### src/rtl/lsu_pkg.sv
// Shared types and decode helpers for the load/store unit.
package lsu_pkg;

  typedef enum logic [2:0] {
    OP_B  = 3'd0,
    OP_H  = 3'd1,
    OP_W  = 3'd2,
    OP_BU = 3'd4,
    OP_HU = 3'd5
  } mem_op_t;

  typedef enum logic [2:0] {
    StIdle,
    StRead,
    StMerge,
    StWrite,
    StResp
  } lsu_state_t;

  // Unsigned widths only make sense for loads.
  function automatic logic is_legal(input logic [2:0] op, input logic store);
    case (op)
      OP_B, OP_H, OP_W: is_legal = 1'b1;
      OP_BU, OP_HU:     is_legal = !store;
      default:          is_legal = 1'b0;
    endcase
  endfunction

  function automatic logic is_misaligned(input logic [2:0] op, input logic [1:0] addr_lo);
    case (op)
      OP_H, OP_HU: is_misaligned = addr_lo[0];
      OP_W:        is_misaligned = |addr_lo;
      default:     is_misaligned = 1'b0;
    endcase
  endfunction

endpackage

### src/rtl/lsu_lane_align.sv
// Little-endian lane extraction/extension for loads and sub-word merge for stores.
module lsu_lane_align
  import lsu_pkg::*;
(
  input  logic [2:0]  op_i,
  input  logic [1:0]  addr_lo_i,
  input  logic [31:0] word_i,
  input  logic [31:0] wdata_i,
  output logic [31:0] load_o,
  output logic [31:0] merge_o
);

  logic [7:0]  byte_sel;
  logic [15:0] half_sel;

  always_comb begin
    byte_sel = word_i[{addr_lo_i, 3'b000} +: 8];
    half_sel = addr_lo_i[1] ? word_i[31:16] : word_i[15:0];

    case (op_i)
      OP_B:    load_o = {{24{byte_sel[7]}}, byte_sel};
      OP_BU:   load_o = {24'h0, byte_sel};
      OP_H:    load_o = {{16{half_sel[15]}}, half_sel};
      OP_HU:   load_o = {16'h0, half_sel};
      default: load_o = word_i;
    endcase

    merge_o = word_i;
    case (op_i)
      OP_B: merge_o[{addr_lo_i, 3'b000} +: 8] = wdata_i[7:0];
      OP_H: begin
        if (addr_lo_i[1]) merge_o[31:16] = wdata_i[15:0];
        else              merge_o[15:0]  = wdata_i[15:0];
      end
      default: merge_o = wdata_i;
    endcase
  end

endmodule

### src/rtl/load_store_unit.sv
// Single-outstanding load/store initiator on a word-only memory, with
// read-modify-write for sub-word stores and a per-access watchdog.
module load_store_unit
  import lsu_pkg::*;
#(
  parameter int unsigned TIMEOUT = 255
) (
  input  logic        clk,
  input  logic        reset,
  input  logic        cmd_valid,
  output logic        cmd_ready,
  input  logic        cmd_store,
  input  logic [2:0]  cmd_op,
  input  logic [31:0] cmd_addr,
  input  logic [31:0] cmd_wdata,
  output logic        rsp_valid,
  output logic [31:0] rsp_data,
  output logic        rsp_error,
  output logic [31:0] in_addr,
  output logic [31:0] in_data,
  output logic        in_valid,
  input  logic        in_ready,
  output logic [31:0] out_addr,
  output logic        out_valid,
  input  logic        out_ready,
  input  logic [31:0] out_data
);

  localparam int unsigned CntW = ($clog2(TIMEOUT + 1) > 8) ? $clog2(TIMEOUT + 1) : 8;
  localparam logic [CntW-1:0] CntLast = CntW'(TIMEOUT - 1);

  lsu_state_t  state_q, state_d;
  logic        cmd_ready_q, cmd_ready_d;
  logic        rsp_valid_q, rsp_valid_d;
  logic        rsp_error_q, rsp_error_d;
  logic [31:0] rsp_data_q, rsp_data_d;
  logic [31:0] in_addr_q, in_addr_d;
  logic [31:0] in_data_q, in_data_d;
  logic        in_valid_q, in_valid_d;
  logic [31:0] out_addr_q, out_addr_d;
  logic        out_valid_q, out_valid_d;
  logic [2:0]  op_q, op_d;
  logic        store_q, store_d;
  logic [31:0] addr_q, addr_d;
  logic [31:0] wdata_q, wdata_d;
  logic [31:0] word_q, word_d;
  logic [CntW-1:0] cnt_q, cnt_d;

  logic [31:0] load_word, merge_word;
  logic        timed_out;

  lsu_lane_align u_lane_align (
    .op_i     (op_q),
    .addr_lo_i(addr_q[1:0]),
    .word_i   (out_data),
    .wdata_i  (wdata_q),
    .load_o   (load_word),
    .merge_o  (merge_word)
  );

  assign timed_out = (TIMEOUT != 0) && (cnt_q == CntLast);

  always_comb begin
    state_d     = state_q;
    cmd_ready_d = cmd_ready_q;
    rsp_valid_d = 1'b0;
    rsp_error_d = 1'b0;
    rsp_data_d  = '0;
    in_addr_d   = in_addr_q;
    in_data_d   = in_data_q;
    in_valid_d  = in_valid_q;
    out_addr_d  = out_addr_q;
    out_valid_d = out_valid_q;
    op_d        = op_q;
    store_d     = store_q;
    addr_d      = addr_q;
    wdata_d     = wdata_q;
    word_d      = word_q;
    cnt_d       = cnt_q;

    unique case (state_q)
      StIdle: begin
        if (cmd_valid) begin
          cmd_ready_d = 1'b0;
          op_d        = cmd_op;
          store_d     = cmd_store;
          addr_d      = cmd_addr;
          wdata_d     = cmd_wdata;
          cnt_d       = '0;
          if (!is_legal(cmd_op, cmd_store) || is_misaligned(cmd_op, cmd_addr[1:0])) begin
            state_d     = StResp;
            rsp_valid_d = 1'b1;
            rsp_error_d = 1'b1;
          end else if (cmd_store && (cmd_op == OP_W)) begin
            state_d    = StWrite;
            in_addr_d  = {cmd_addr[31:2], 2'b00};
            in_data_d  = cmd_wdata;
            in_valid_d = 1'b1;
          end else begin
            state_d     = StRead;
            out_addr_d  = {cmd_addr[31:2], 2'b00};
            out_valid_d = 1'b1;
          end
        end
      end
      StRead: begin
        if (out_ready) begin
          out_valid_d = 1'b0;
          // Merge is resolved here so the MERGE cycle only launches the write.
          word_d      = merge_word;
          if (store_q) begin
            state_d = StMerge;
          end else begin
            state_d     = StResp;
            rsp_valid_d = 1'b1;
            rsp_data_d  = load_word;
          end
        end else if (timed_out) begin
          out_valid_d = 1'b0;
          state_d     = StResp;
          rsp_valid_d = 1'b1;
          rsp_error_d = 1'b1;
        end else begin
          cnt_d = cnt_q + CntW'(1);
        end
      end
      StMerge: begin
        state_d    = StWrite;
        in_addr_d  = {addr_q[31:2], 2'b00};
        in_data_d  = word_q;
        in_valid_d = 1'b1;
        cnt_d      = '0;
      end
      StWrite: begin
        if (in_ready) begin
          in_valid_d  = 1'b0;
          state_d     = StResp;
          rsp_valid_d = 1'b1;
        end else if (timed_out) begin
          in_valid_d  = 1'b0;
          state_d     = StResp;
          rsp_valid_d = 1'b1;
          rsp_error_d = 1'b1;
        end else begin
          cnt_d = cnt_q + CntW'(1);
        end
      end
      StResp: begin
        state_d     = StIdle;
        cmd_ready_d = 1'b1;
      end
      default: begin
        state_d     = StIdle;
        cmd_ready_d = 1'b1;
        in_valid_d  = 1'b0;
        out_valid_d = 1'b0;
      end
    endcase
  end

  always_ff @(posedge clk) begin
    if (reset) begin
      state_q     <= StIdle;
      cmd_ready_q <= 1'b1;
      rsp_valid_q <= 1'b0;
      rsp_error_q <= 1'b0;
      rsp_data_q  <= '0;
      in_addr_q   <= '0;
      in_data_q   <= '0;
      in_valid_q  <= 1'b0;
      out_addr_q  <= '0;
      out_valid_q <= 1'b0;
      op_q        <= '0;
      store_q     <= 1'b0;
      addr_q      <= '0;
      wdata_q     <= '0;
      word_q      <= '0;
      cnt_q       <= '0;
    end else begin
      state_q     <= state_d;
      cmd_ready_q <= cmd_ready_d;
      rsp_valid_q <= rsp_valid_d;
      rsp_error_q <= rsp_error_d;
      rsp_data_q  <= rsp_data_d;
      in_addr_q   <= in_addr_d;
      in_data_q   <= in_data_d;
      in_valid_q  <= in_valid_d;
      out_addr_q  <= out_addr_d;
      out_valid_q <= out_valid_d;
      op_q        <= op_d;
      store_q     <= store_d;
      addr_q      <= addr_d;
      wdata_q     <= wdata_d;
      word_q      <= word_d;
      cnt_q       <= cnt_d;
    end
  end

  assign cmd_ready = cmd_ready_q;
  assign rsp_valid = rsp_valid_q;
  assign rsp_error = rsp_error_q;
  assign rsp_data  = rsp_data_q;
  assign in_addr   = in_addr_q;
  assign in_data   = in_data_q;
  assign in_valid  = in_valid_q;
  assign out_addr  = out_addr_q;
  assign out_valid = out_valid_q;

endmodule

### config.mk
export PLATFORM = sky130hd
export DESIGN_NAME = load_store_unit
export DESIGN_NICKNAME = d
export VERILOG_FILES = /design/src/rtl/lsu_pkg.sv /design/src/rtl/lsu_lane_align.sv /design/src/rtl/load_store_unit.sv
export SDC_FILE = /design/constraint.sdc
export NUM_CORES = 1
export LEC_CHECK = 0
export ABC_AREA = 1
export BUFFER_PORTS_ARGS = -buffer_cell sky130_fd_sc_hd__clkbuf_2
export CORE_MARGIN = 1
export CORE_UTILIZATION = 31
export DETAILED_ROUTE_END_ITERATION = 12
export PLACE_DENSITY = 0.49
export SYNTH_ARGS = -nofsm -noshare
export SYNTH_HDL_FRONTEND = slang
export SYNTH_HIERARCHICAL = 1
export SYNTH_SLANG_ARGS = --single-unit
### constraint.sdc
create_clock -name clk -period 4.2 [get_ports clk]
set_clock_uncertainty 0.2 [all_clocks]
set_input_delay 0.63 -clock clk [delete_from_list [all_inputs] [get_ports clk]]
set_output_delay 0.63 -clock clk [all_outputs]
set_load 0.01 [all_outputs]
### Word-level counts from Yosys, hierarchy flattened

Index checks and enable logic that the tools add are counted.

* flip-flop bits (word level): 242
* word-level logic and storage cells: 129
* output and inout port bits: 133
* bits of input ports: 105

* bitwise gates (word level): 7
* shift-type cells: 3
* add/subtract/negate cells: 2
* eq/ne operators: 20
* reductions and logical operators: 25
* muxes and demuxes: 56

Operator list (number)
* 32-bit two-way mux: 6
* 32-bit case mux with 2 select lines: 3
* 32-bit case mux with 4 select lines: 1
* 16-bit two-way mux: 3
* 32-bit bitwise mux: 1
* 8-bit two-way mux: 4
* 8-bit case mux with 4 select lines: 1
* 8-bit by 7-bit variable shift with 32-bit output (first input constant): 1
* 32-bit by 6-bit variable part select with 8-bit output: 1
* 8-bit by 7-bit variable part select with 32-bit output: 1
* 1-bit two-way mux: 22
* 3-bit two-way mux: 6
* 3-bit == test (second input constant): 5
* 2-bit != test (second input constant): 6
* 3-bit case mux with 4 select lines: 1
* 4-bit AND reduction: 3
* 5-bit AND reduction: 2
* 3-bit by 1-bit == test with 1-bit output (second input constant): 3
* 3-bit by 2-bit == test with 1-bit output (second input constant): 3
* 3-bit logical NOT: 3
* 1-bit case mux with 3 select lines: 3
* 3-bit OR reduction: 3
* 8-bit by 1-bit adder with 8-bit output (second input constant): 1
* 8-bit == test (second input constant): 1
* 14 further kinds: 29

### Logic depth before layout (Yosys ltp)

Gate-level depths: netlist (run 1).

* word-level depth: 10
* mapped depth: 12
* mapped depth without buffers: 10

### Hierarchy

The synthesis (run 1) kept the hierarchy.

Modules (own cells, without submodules)
* load_store_unit: area each 10014.6 um^2, sequential area each 4804.6 um^2, times used 1, cells each 1314
* lsu_lane_align: area each 2354.8 um^2, sequential area each 0.0 um^2, times used 1, cells each 534

### Worst setup path before layout (run 1)

No wires, ideal clock.

* path kind: register to register
* start point: reg addr_q[1]
* end point: reg word_q[31]
* setup time: 0.125 ns
* required time: 3.875 ns
* path buffers: 4
* cell stages (with the launch flop): 12
* arrival time: 1.771 ns
* clock period less this slack: 2.096 ns
* path slack: 2.104 ns
* cells stage by stage: dfxtp_1 > buf_4 > inv_4 > buf_2 > ha_1 > buf_2 > clkbuf_1 > o21ai_0 > nand2_1 > nand2_1 > o21ai_0 > a21oi_1

* longest elaborated chain between the ends: 4
* elaborated cells on any way between the ends: 6
* those cells by class: add/sub: 1; shift: 2; mux: 3

Ends and longest elaborated chain
* start: declaration: line load_store_unit.sv:44 `logic [31:0] addr_q, addr_d;`
* start signal: assignment: line load_store_unit.sv:192 `addr_q <= addr_d;`
* 5-bit negator with 7-bit output: line lsu_lane_align.sv:30 `OP_B: merge_o[{addr_lo_i, 3'b000} +: 8] = wdata_i[7:0];`
* 8-bit by 7-bit variable part select with 32-bit output / 8-bit by 7-bit variable shift with 32-bit output (equally long branches): line lsu_lane_align.sv:30
* 32-bit bitwise mux: line lsu_lane_align.sv:30
* 32-bit case mux with 2 select lines *: line lsu_lane_align.sv:29 `case (op_i)`
* net merge_word[31]: line load_store_unit.sv:49 `logic [31:0] load_word, merge_word;`
* end signal: assignment: line load_store_unit.sv:194 `word_q <= word_d;`
* end: declaration: line load_store_unit.sv:46 `logic [31:0] word_q, word_d;`

The timed path passes the listed nets; every way through them passes the cells marked *.
A chain may end at the register's enable or synchronous reset.

### Worst setup path in the final report (run 1)

* start point: reg state_q[0]
* end point: reg in_data_q[7] (netlist: in_data[7])

* longest elaborated chain between the ends: 3
* elaborated cells on any way between the ends: 8
* those cells by class: eq/ne: 4; mux: 1; reduce/logical: 3

Ends and longest elaborated chain
* start: declaration: line load_store_unit.sv:32 `lsu_state_t state_q, state_d;`
* start signal: assignment: line load_store_unit.sv:163 `state_q <= StIdle;`
* start signal: assignment: line load_store_unit.sv:180 `state_q <= state_d;`
* 3-bit by 2-bit == test with 1-bit output / 3-bit logical NOT (equally long branches): line load_store_unit.sv:81 `unique case (state_q)`
* 2-bit nonzero test (no source line) / 2-bit != test (equally long branches)
* 4-bit AND reduction (no source line)
* end signal: assignment: line load_store_unit.sv:186 `in_data_q <= in_data_d;`
* end: declaration: line load_store_unit.sv:38 `logic [31:0] in_data_q, in_data_d;`

Parallel ways exist; a longest one is shown, timed or not.

==> results of run 1 <==
[report_power, final]
part	leakage (nW)	internal, mW	switching [mW]	total [mW]
registers	1.96	2.44	0.104	2.54
clock network	0.485	1.55	1.02	2.57
logic	4.20	0.423	0.888	1.31
[critical path, cell delays in order (launching register included)]
cell	delay [ps]
dfxtp_1	400
nor2_4	180
nand2_4	100
nor2_8	440
inv_6	380
nand2_8	500
buf_4	380
a21oi_1	110
nor2_1	110
[metal layers]
metal | GRT usage [%] | wire [µm]
met5 | 0 | 0
met4 | 6.09 | 1050
met3 | 2.35 | 1800
met2 | 32.6 | 18700
met1 | 26.9 | 19400
[kinds of logic after synthesis]
group,after synthesis,synth area share [%]
flip-flops,240,38.8
other,1,0.0303
AO/OA/AOI/OAI,401,17.8
adder cells (fa/ha/maj),7,0.708
AND/OR/NAND/NOR,902,31.7
buffers and inverters,297,10.9
[stage by stage]
step	utilization (%)	setup slack [ps]	power [mW]	cell area [µm²]	hold slack, ps
final	37.5	1220	6.42	14600	108
after global routing	37.5	938	6.78	14600	94.7
after CTS	37.5	1190	6.52	14600	81.2
after detailed placement	35.0	1020	3.91	13700	236
after global placement	35.0	1020	3.90	13700	234
after floorplan	-	2100	3.50	12400	225
[area by class of cell]
class,count,share of cell area [%]
multi-input cells,1314,42.5
flip-flops and latches,240,32.8
repair buffers,252,9.29
clock buffers,39,5.63
well taps,518,4.43
inverters,161,4.20
clock inverters,12,1.07
diodes,1,0.0171
[sequential cells by signal, summed over array words and instances (netlist names), 8 cells and up]
name	flops
addr_q	32
in_data	32
rsp_data	32
wdata_q	32
word_q	32
in_addr	30
out_addr	30
cnt_q	8
[synthesized netlist by cell type (all sizes together) (2+ instances only)]
cell and n:
dfxtp 240, inv 160, ha 7, nor2 350
nand3 131, nor3 2, buf 91, nand3b 62
a21oi 175, clkbuf 45, or2 2, nand4 10
nand2 344, o21ai 223
[worst max-delay path by stage]
stage          startpoint     endpoint  slack (ps)  cells past startpoint
2_1_floorplan   addr_q[1]   word_q[31]        2100                     11
3_3_place_gp    cmd_valid  in_addr[14]        1020                      9
6_report       state_q[0]   in_data[7]        1220                      8
5_1_grt        state_q[0]   in_data[7]         940                      8
3_5_place_dp    cmd_valid  in_addr[16]        1020                      9
4_1_cts        state_q[0]  in_addr[16]        1190                      9
==> results.txt, run 1 <==
outcome -> complete, no violations
DRT Wirelength -> 41000 µm
layout cell share with drive strength beyond 1 -> 18.4%
CTS root buf -> clkbuf_16
drt wl/cell -> 16.1 µm
Rows -> 72
Final ANT Viol Nets -> 0
FFs w/ async S/R, synth -> 0%
Post-DP HPWL -> 29000 µm
postcts setup bufs -> 0
die area -> 40700 µm²
worst rel slew slack -> 28.0%
Mapped Cells -> 1848
Register Area -> 4800 µm²
WHS Path Cells -> 3
Crit Path Class -> flip-flop to flip-flop
Main synth FF type -> dfxtp_1
CTS buffer count -> 29
TritonCTS clock tree -> yes
hold endpoint -> wdata_q[15]
Final setup violation count -> 0
Fin. Hold Viols -> 0
post-cts sizing count -> 0
number of buffers added on ports -> 233
DR pass1 iterations -> 5
Core ar. -> 39000 µm²
commonest non-fill, non-tap cell in the layout -> nor2_1
die height -> 202 µm
first-pass GRT wire length -> 64700 µm
R2R Path Start -> state_q[0]
routability congestion estimate from global placement -> 0.875
arrival time at the worst endpoint -> 3290 ps
area taken by multi-input logic gates -> 6230 µm²
Area contributors post-synth -> dfxtp_1 39%, nor2_1 10%, nand2_1 10%
r2r setup slk -> 1220 ps
Avg Cell Area, Syn -> 6.69 µm²
vias per cell -> 4.87
Congestion Overflow GR -> 0
Max Slew Vio Count -> 0
Required @ worst endpoint -> 4510 ps
Fin Setup TNS -> 0 ps
crit path capture type -> flip-flop
slew of the pin with the lowest slew margin -> 1080 ps
worst min-delay path class -> primary input to flip-flop
DRC violations left -> 0
Tot GR Track Use -> 19.8%
CTS clk-pin slew, worst paths -> 60 ps
fillcell total -> 4300
Lkg Pwr -> 6.65 nW
Reg2Reg Capture Point -> in_data[7]
Initial Utilization -> 31.7%
DR vias -> 12300
PD cells -> 439 nW/µm²
Startpoint Class -> flip-flop
area leader, netlist -> dfxtp_1
# IOs -> 238
CTS sink cnt -> 240
die width -> 202 µm
reg2reg path depth -> 8
largest net degree at the start of global routing -> 110
clk buf depth -> 3
min Tclk post-route -> 2980 ps
RSZ-0062 raised after global routing -> no
Hold-fix buffers, CTS -> 0
number of global-route vias before repair -> 11700
initial antenna violation count -> 0
max cap viols -> 0
worst hold start -> cmd_wdata[15]
commonest non-fill, non-tap cells in the layout -> 346 x nor2_1, 339 x nand2_1, 240 x dfxtp_1
synthesized area -> 12400 µm²
FMAX -> 335 MHz
Non-Filler Instances -> 2537
Yosys Warn Count -> 6
Peak supply drop -> 0.193 mV
Seq cells post-synth -> 240
EDFF count, synth -> 0
CP Max Fanout -> 97
Seq/Total Area, Yosys -> 38.8%
Clock Latency Late Sink -> 580 ps
P&R area growth vs syn -> 18.3%
nets -> 2110
top-area cell type share of the netlist area -> 38.8%
distinct cell type count after synthesis -> 38
Detailed Route Iter0 Violations -> 692
period utilization -> 71.0%
# H-tree levels -> 1
# placed instances -> 2485
Power figures use the tool's default switching activity.
==> run 2, diff against run 1 <==
clock period = 2.8 ns   (was 4.2 ns; I/O delays follow)
==> run 2 against run 1 <==
Against the previous run:
- sequential cell count unchanged
- non-clock buffer count increased by 82
- via count increased by 2.0%
- core utilization increased by 2.3 points
- clock power increased by 48%
- critical endpoint is now out_addr[14]
==> results.txt, run 2 (same netlist as run 1, synthesis figures left out) <==
outcome -> complete, no violations
hold_ws -> 30.9 ps (-77.4 ps)
commonest non-fill, non-tap cell in the layout -> nor2_1
postcts setup bufs -> 0 (unchanged)
DR pass1 iterations -> 5 (unchanged)
Reg power frac -> 39.4% (about the same)
Initial Utilization -> 31.7% (unchanged)
min Tclk post-route -> 2440 ps
Reg2Reg Capture Point -> in_addr[31]
r2r setup slk -> 520 ps (-700 ps)
vias per cell -> 4.81 (-1.3%)
worst setup margin -> 356 ps (-862 ps)
Rows -> 72 (unchanged)
# H-tree levels -> 1 (unchanged)
Buf/Inv on CP -> 4 (+2)
Final setup violation count -> 0 (unchanged)
P&R area growth vs syn -> 25.6%
period utilization -> 87.3%
max cap viols -> 0 (unchanged)
Tot GR Track Use -> 20.0% (+0.15 points)
largest net degree at the start of global routing -> 97 (-12%)
Fin Setup TNS -> 0 ps (unchanged)
WHS Path Cells -> 5 (+2)
Detailed Route Iter0 Violations -> 855 (+24%)
Peak supply drop -> 0.408 mV (+110%)
R2R Path Start -> state_q[1]
nets -> 2193 (+3.9%)
Lkg Pwr -> 7.03 nW (+5.8%)
first-pass GRT wire length -> 65600 µm (+1.4%)
routability congestion estimate from global placement -> 0.894 (+2.1%)
drt wl/cell -> 15.8 µm (-2.2%)
initial antenna violation count -> 0 (unchanged)
fin util -> 39.8% (+2.3 points)
Required @ worst endpoint -> 3090 ps (-1420 ps)
DRC violations left -> 0 (unchanged)
Final ANT Viol Nets -> 0 (unchanged)
CP delay by family, top -> buffers and inverters
diode count -> 0 (-1)
die width -> 202 µm (unchanged)
TritonCTS clock tree -> yes
slew of the pin with the lowest slew margin -> 1020 ps (-56.9 ps)
die height -> 202 µm (unchanged)
sw frac -> 31.2% (-0.052 points)
Startpoint Class -> primary input
worst min-delay path class -> primary input to flip-flop
worst hold start -> out_data[14]
hold endpoint -> rsp_data[14]
CTS buffer count -> 30 (+3.4%)
PD cells -> 625 nW/µm² (+42%)
number of buffers added on ports -> 233 (unchanged)
Core ar. -> 39000 µm² (unchanged)
DRT Wirelength -> 41400 µm (+1.1%)
CP Max Fanout -> 30 (-69%)
Fin. Hold Viols -> 0 (unchanged)
Max Slew Vio Count -> 0 (unchanged)
Clock power frac -> 39.1% (-0.9 points)
FMAX -> 409 MHz
worst rel slew slack -> 31.8% (+3.8 points)
switching power -> 3.03 mW (+51%)
CTS clk-pin slew, worst paths -> 60 ps (about the same)
CTS root buf -> clkbuf_16
total power -> 9.71 mW (+51%)
crit path cell chain -> dlygate4sd3_1 > clkbuf_2 > nor2_1 > nand2_1 > nand2_1 > nand2_1 > inv_1 > nand3_1 > inv_1 > nor2_1 > nor2_1
reg2reg path depth -> 6 (-2)
commonest non-fill, non-tap cells in the layout -> 346 x nor2_1, 339 x nand2_1, 240 x dfxtp_1
DR vias -> 12600 (+2.0%)
Crit Path Class -> primary input to flip-flop
# IOs -> 238 (unchanged)
number of global-route vias before repair -> 11900 (+2.2%)
fillcell total -> 4237 (-1.5%)
arrival time at the worst endpoint -> 2730 ps (-560 ps)
Clock Latency Late Sink -> 570 ps (about the same)
Internal -> 6.68 mW (+51%)
RSZ-0062 raised after global routing -> no
Comb pwr share -> 21.5% (+1.1 points)
die area -> 40700 µm² (unchanged)
crit path capture type -> flip-flop
Post-DP HPWL -> 29300 µm (+1.2%)
CTS sink cnt -> 240 (unchanged)
Crit-path slowest cell -> inv_1
layout cell share with drive strength beyond 1 -> 18.2% (-0.28 points)
clk buf depth -> 3 (unchanged)
Congestion Overflow GR -> 0 (unchanged)
slowest cell delay on critical path -> 770 ps (+270 ps)
Place WS -> 366 ps (-649 ps)
[run 2: metrics by stage]
stage	cells	area [µm²]
after detailed placement	2496	13800
after global placement	2496	13800
after global routing	2622	15500
final	2622	15500
after floorplan	1851	12400
after CTS	2622	15500
[run 2: metal layers]
| metal | global-route usage [%] | part of all wire (%) | vias up |
|---|---|---|---|
| li1 | - | - | 6383 |
| met1 | 26.5 | 46 | 5820 |
| met2 | 33.5 | 47 | 330 |
| met3 | 3.16 | 5.0 | 66 |
| met4 | 4.92 | 2.5 | 0 |
| met5 | 0 | 0 | - |
[run 2: cell type report]
| type | count | area, µm² | share of cell area, % |
|---|---|---|---|
| Clock inverter | 9 | 80.1 | 0.516 |
| Tap cell | 518 | 648 | 4.17 |
| Inverter | 161 | 614 | 3.96 |
| Sequential cell | 240 | 4800 | 30.9 |
| Multi-Input combinational cell | 1314 | 6230 | 40.1 |
| Clock buffer | 46 | 892 | 5.74 |
| Timing Repair Buffer | 334 | 2260 | 14.6 |
[run 2: how the worst max path moves through the flow]
stage                          from      endpoint  slack (ps)  cells past startpoint
after floorplan           addr_q[1]    word_q[31]         700                     11
after global placement    cmd_op[0]   out_addr[3]         410                     10
after detailed placement  cmd_op[0]  out_addr[24]         370                     10
after CTS                 cmd_op[0]  out_addr[14]         370                     11
after global routing      cmd_op[0]  out_addr[15]         110                     11
final                     cmd_op[0]  out_addr[14]         360                     11
[run 2: repair_timing]
action	in CTS	in global routing
endpoints found under the hold margin	97	0
resized for setup	0	0
hold buffers	71	0
[run 2: worst min-delay path, stage by stage]
cell      delay [ps]
clkbuf_2         110
nand2_1           70
nand3_1           70
inv_1             50
nor2_1            40
[run 2: power by group through the flow]
stage	clock (mW)	combinational (mW)	sequential, mW
global route	4.07	2.36	3.85
global placement	0	2.02	3.89
detailed placement	0	2.02	3.90
CTS	3.92	2.11	3.82
finish	3.80	2.09	3.82
floorplan	0	1.35	3.90
==> run 3, diff against run 2 <==
CORE_MARGIN = default   (was 1)
CORE_UTILIZATION = 56   (was 31)
PLACE_DENSITY = 0.8   (was 0.49)
REMOVE_ABC_BUFFERS = 1   (was default)
==> run 3 against run 2 <==
Against the previous run:
- routed wire length shrank 17%
- critical path type is now flip-flop to flip-flop
- critical endpoint is now rsp_data[25]
- sequential cell count is the same
- global-route usage grew 9.4 points
- highest routed layer unchanged
- largest power group unchanged
==> results.txt, run 3 (same netlist as run 1, synthesis figures left out) <==
first-pass GRT wire length -> 54200 µm (-17%)
drt wl/cell -> 14.6 µm (-7.7%)
# IOs -> 238 (unchanged)
Startpoint Class -> flip-flop
Final setup violation count -> 0 (unchanged)
Reg power frac -> 40.2% (+0.8 points)
RSZ-0062 raised after global routing -> no
Peak supply drop -> 0.413 mV (+0.98%)
outcome -> complete, no violations
Crit Path Class -> flip-flop to flip-flop
Final ANT Viol Nets -> 0 (unchanged)
worst min-delay path class -> primary input to flip-flop
DR vias -> 12700 (+0.60%)
arrival time at the worst endpoint -> 2650 ps (-80 ps)
commonest non-fill, non-tap cell in the layout -> nor2_1
PD cells -> 631 nW/µm² (+0.90%)
Rows -> 54 (-25%)
Register Area -> 4810 µm² (about the same)
period utilization -> 85.7% (-1.6 points)
Comb pwr share -> 21.2% (-0.3 points)
FMAX -> 417 MHz (+1.9%)
vias per cell -> 5.36 (+12%)
Core ar. -> 21800 µm² (-44%)
clk buf depth -> 3 (unchanged)
total power -> 9.45 mW (-2.6%)
Final Instance Area -> 15000 µm² (-3.5%)
number of global-route vias before repair -> 11100 (-7.0%)
layout cell share with drive strength beyond 1 -> 18.2% (about the same)
fillcell total -> 1863 (-56%)
slew of the pin with the lowest slew margin -> 749 ps (-272 ps)
switching power -> 2.83 mW (-6.6%)
min Tclk post-route -> 2400 ps (-45.3 ps)
Max Slew Vio Count -> 0 (unchanged)
die height -> 151 µm (-25%)
Fin. Hold Viols -> 0 (unchanged)
nets -> 2174 (-0.87%)
highest routed layer -> met4
max cap viols -> 0 (unchanged)
P&R area growth vs syn -> 21.2%
DR pass1 iterations -> 6 (+1)
# H-tree levels -> 1 (unchanged)
post-cts sizing count -> 0 (unchanged)
CTS clk-pin slew, worst paths -> 60 ps (about the same)
die area -> 22700 µm² (-44%)
Internal -> 6.62 mW (-0.82%)
Tot GR Track Use -> 29.3% (+9.4 points)
Required @ worst endpoint -> 3050 ps (-40 ps)
crit path capture type -> flip-flop
area post-placement -> 13500 µm² (-2.6%)
CP Max Fanout -> 33 (+10%)
commonest non-fill, non-tap cells in the layout -> 346 x nor2_1, 339 x nand2_1, 239 x dfxtp_1
CTS buffer count -> 26 (-13%)
worst rel slew slack -> 50.0% (+18 points)
initial antenna violation count -> 1 (+1)
# placed instances -> 2256 (-9.6%)
Congestion Overflow GR -> 0 (unchanged)
DRC violations left -> 0 (unchanged)
Met3 Routed Length -> 2500 µm (+20%)
Clock Latency Late Sink -> 530 ps (-40 ps)
sw frac -> 30.0% (-1.3 points)
Non-Filler Instances -> 2363 (-9.9%)
number of buffers added on ports -> 233 (unchanged)
DRT Wirelength -> 34400 µm (-17%)
metal1 wirelength -> 14700 µm (-23%)
Clock power frac -> 38.5% (-0.6 points)
die width -> 151 µm (-25%)
met2 routed WL -> 16200 µm (-16%)
area taken by multi-input logic gates -> 6230 µm² (unchanged)
routability congestion estimate from global placement -> 0.907 (+1.5%)
Post-DP HPWL -> 22700 µm (-23%)
Detailed Route Iter0 Violations -> 849 (-0.70%)
largest net degree at the start of global routing -> 91 (-6.2%)
CTS root buf -> clkbuf_16
CTS sink cnt -> 240 (unchanged)
Initial Utilization -> 56.9% (+25 points)
Lkg Pwr -> 6.92 nW (-1.5%)
TritonCTS clock tree -> yes
-- run 3: cell count changes in the layout (fill, tap and decap cells not counted), sizes merged --
cell / delta
bufinv: +2
clkbuf: -6
dlygate4sd3: -13
clkinvlp: -1
diode: +1
clkinv: -2
buf: -2
-- run 3: layout make-up --
type	instances	area share [%]
clock buffer	40	5.37
clock inverter	8	0.768
tap	280	2.34
antenna	1	0.0167
timing repair buffer	319	13.8
sequential	240	32.1
multi-input combinational	1314	41.5
inverter	161	4.10
-- run 3: worst paths after layout --
check                           slack, ps          from  cells past startpoint           end
worst min-delay path                   20  cmd_addr[11]                      3  out_addr[11]
worst min register to register        240     word_q[5]                      2     word_q[5]
worst max-delay path                  400       op_q[0]                      6  rsp_data[25]
worst max register to register        400       op_q[0]                      6  rsp_data[25]
-- run 3: timing repair --
item                      in CTS  in global routing
hold buffers                  58                  0
setup buffers                  0                  0
hold endpoints to repair      63                  0
-- run 3: per-layer routing --
| layer | vias up | track usage [%] |
|---|---|---|
| met2 | 506 | 49.7 |
| met3 | 88 | 4.36 |
| met5 | - | 0 |
| li1 | 6352 | - |
| met4 | 0 | 11.4 |
| met1 | 5729 | 37.5 |
-- run 3: power by group through the flow --
stage / clock network [mW] / logic [mW] / registers [mW]
2_1_floorplan: 0 / 1.19 / 3.92
3_3_place_gp: 0 / 1.87 / 3.87
3_5_place_dp: 0 / 1.91 / 3.87
4_1_cts: 3.70 / 1.99 / 3.80
5_1_grt: 3.84 / 2.24 / 3.83
6_report: 3.64 / 2.01 / 3.80
-- run 3: critical path, stage by stage (launching register included) --
cell     delay [ps]
dfxtp_1         430
nand3_2         110
inv_2           490
nand2_1         660
nand3_1         260
inv_1            60
nor2_1          100
-- run 3: per-stage QoR --
step                      utilization (%)  hold WS (ps)  worst slack [ps]  setup TNS (ps)
final                                68.9          15.6               401               0
after global placement               62.0           231               535               0
after detailed placement             62.0           237               469               0
after CTS                            68.9          1.85               433               0
after global routing                 68.9          30.6               246               0
after floorplan                         -           227             -1900         -189010
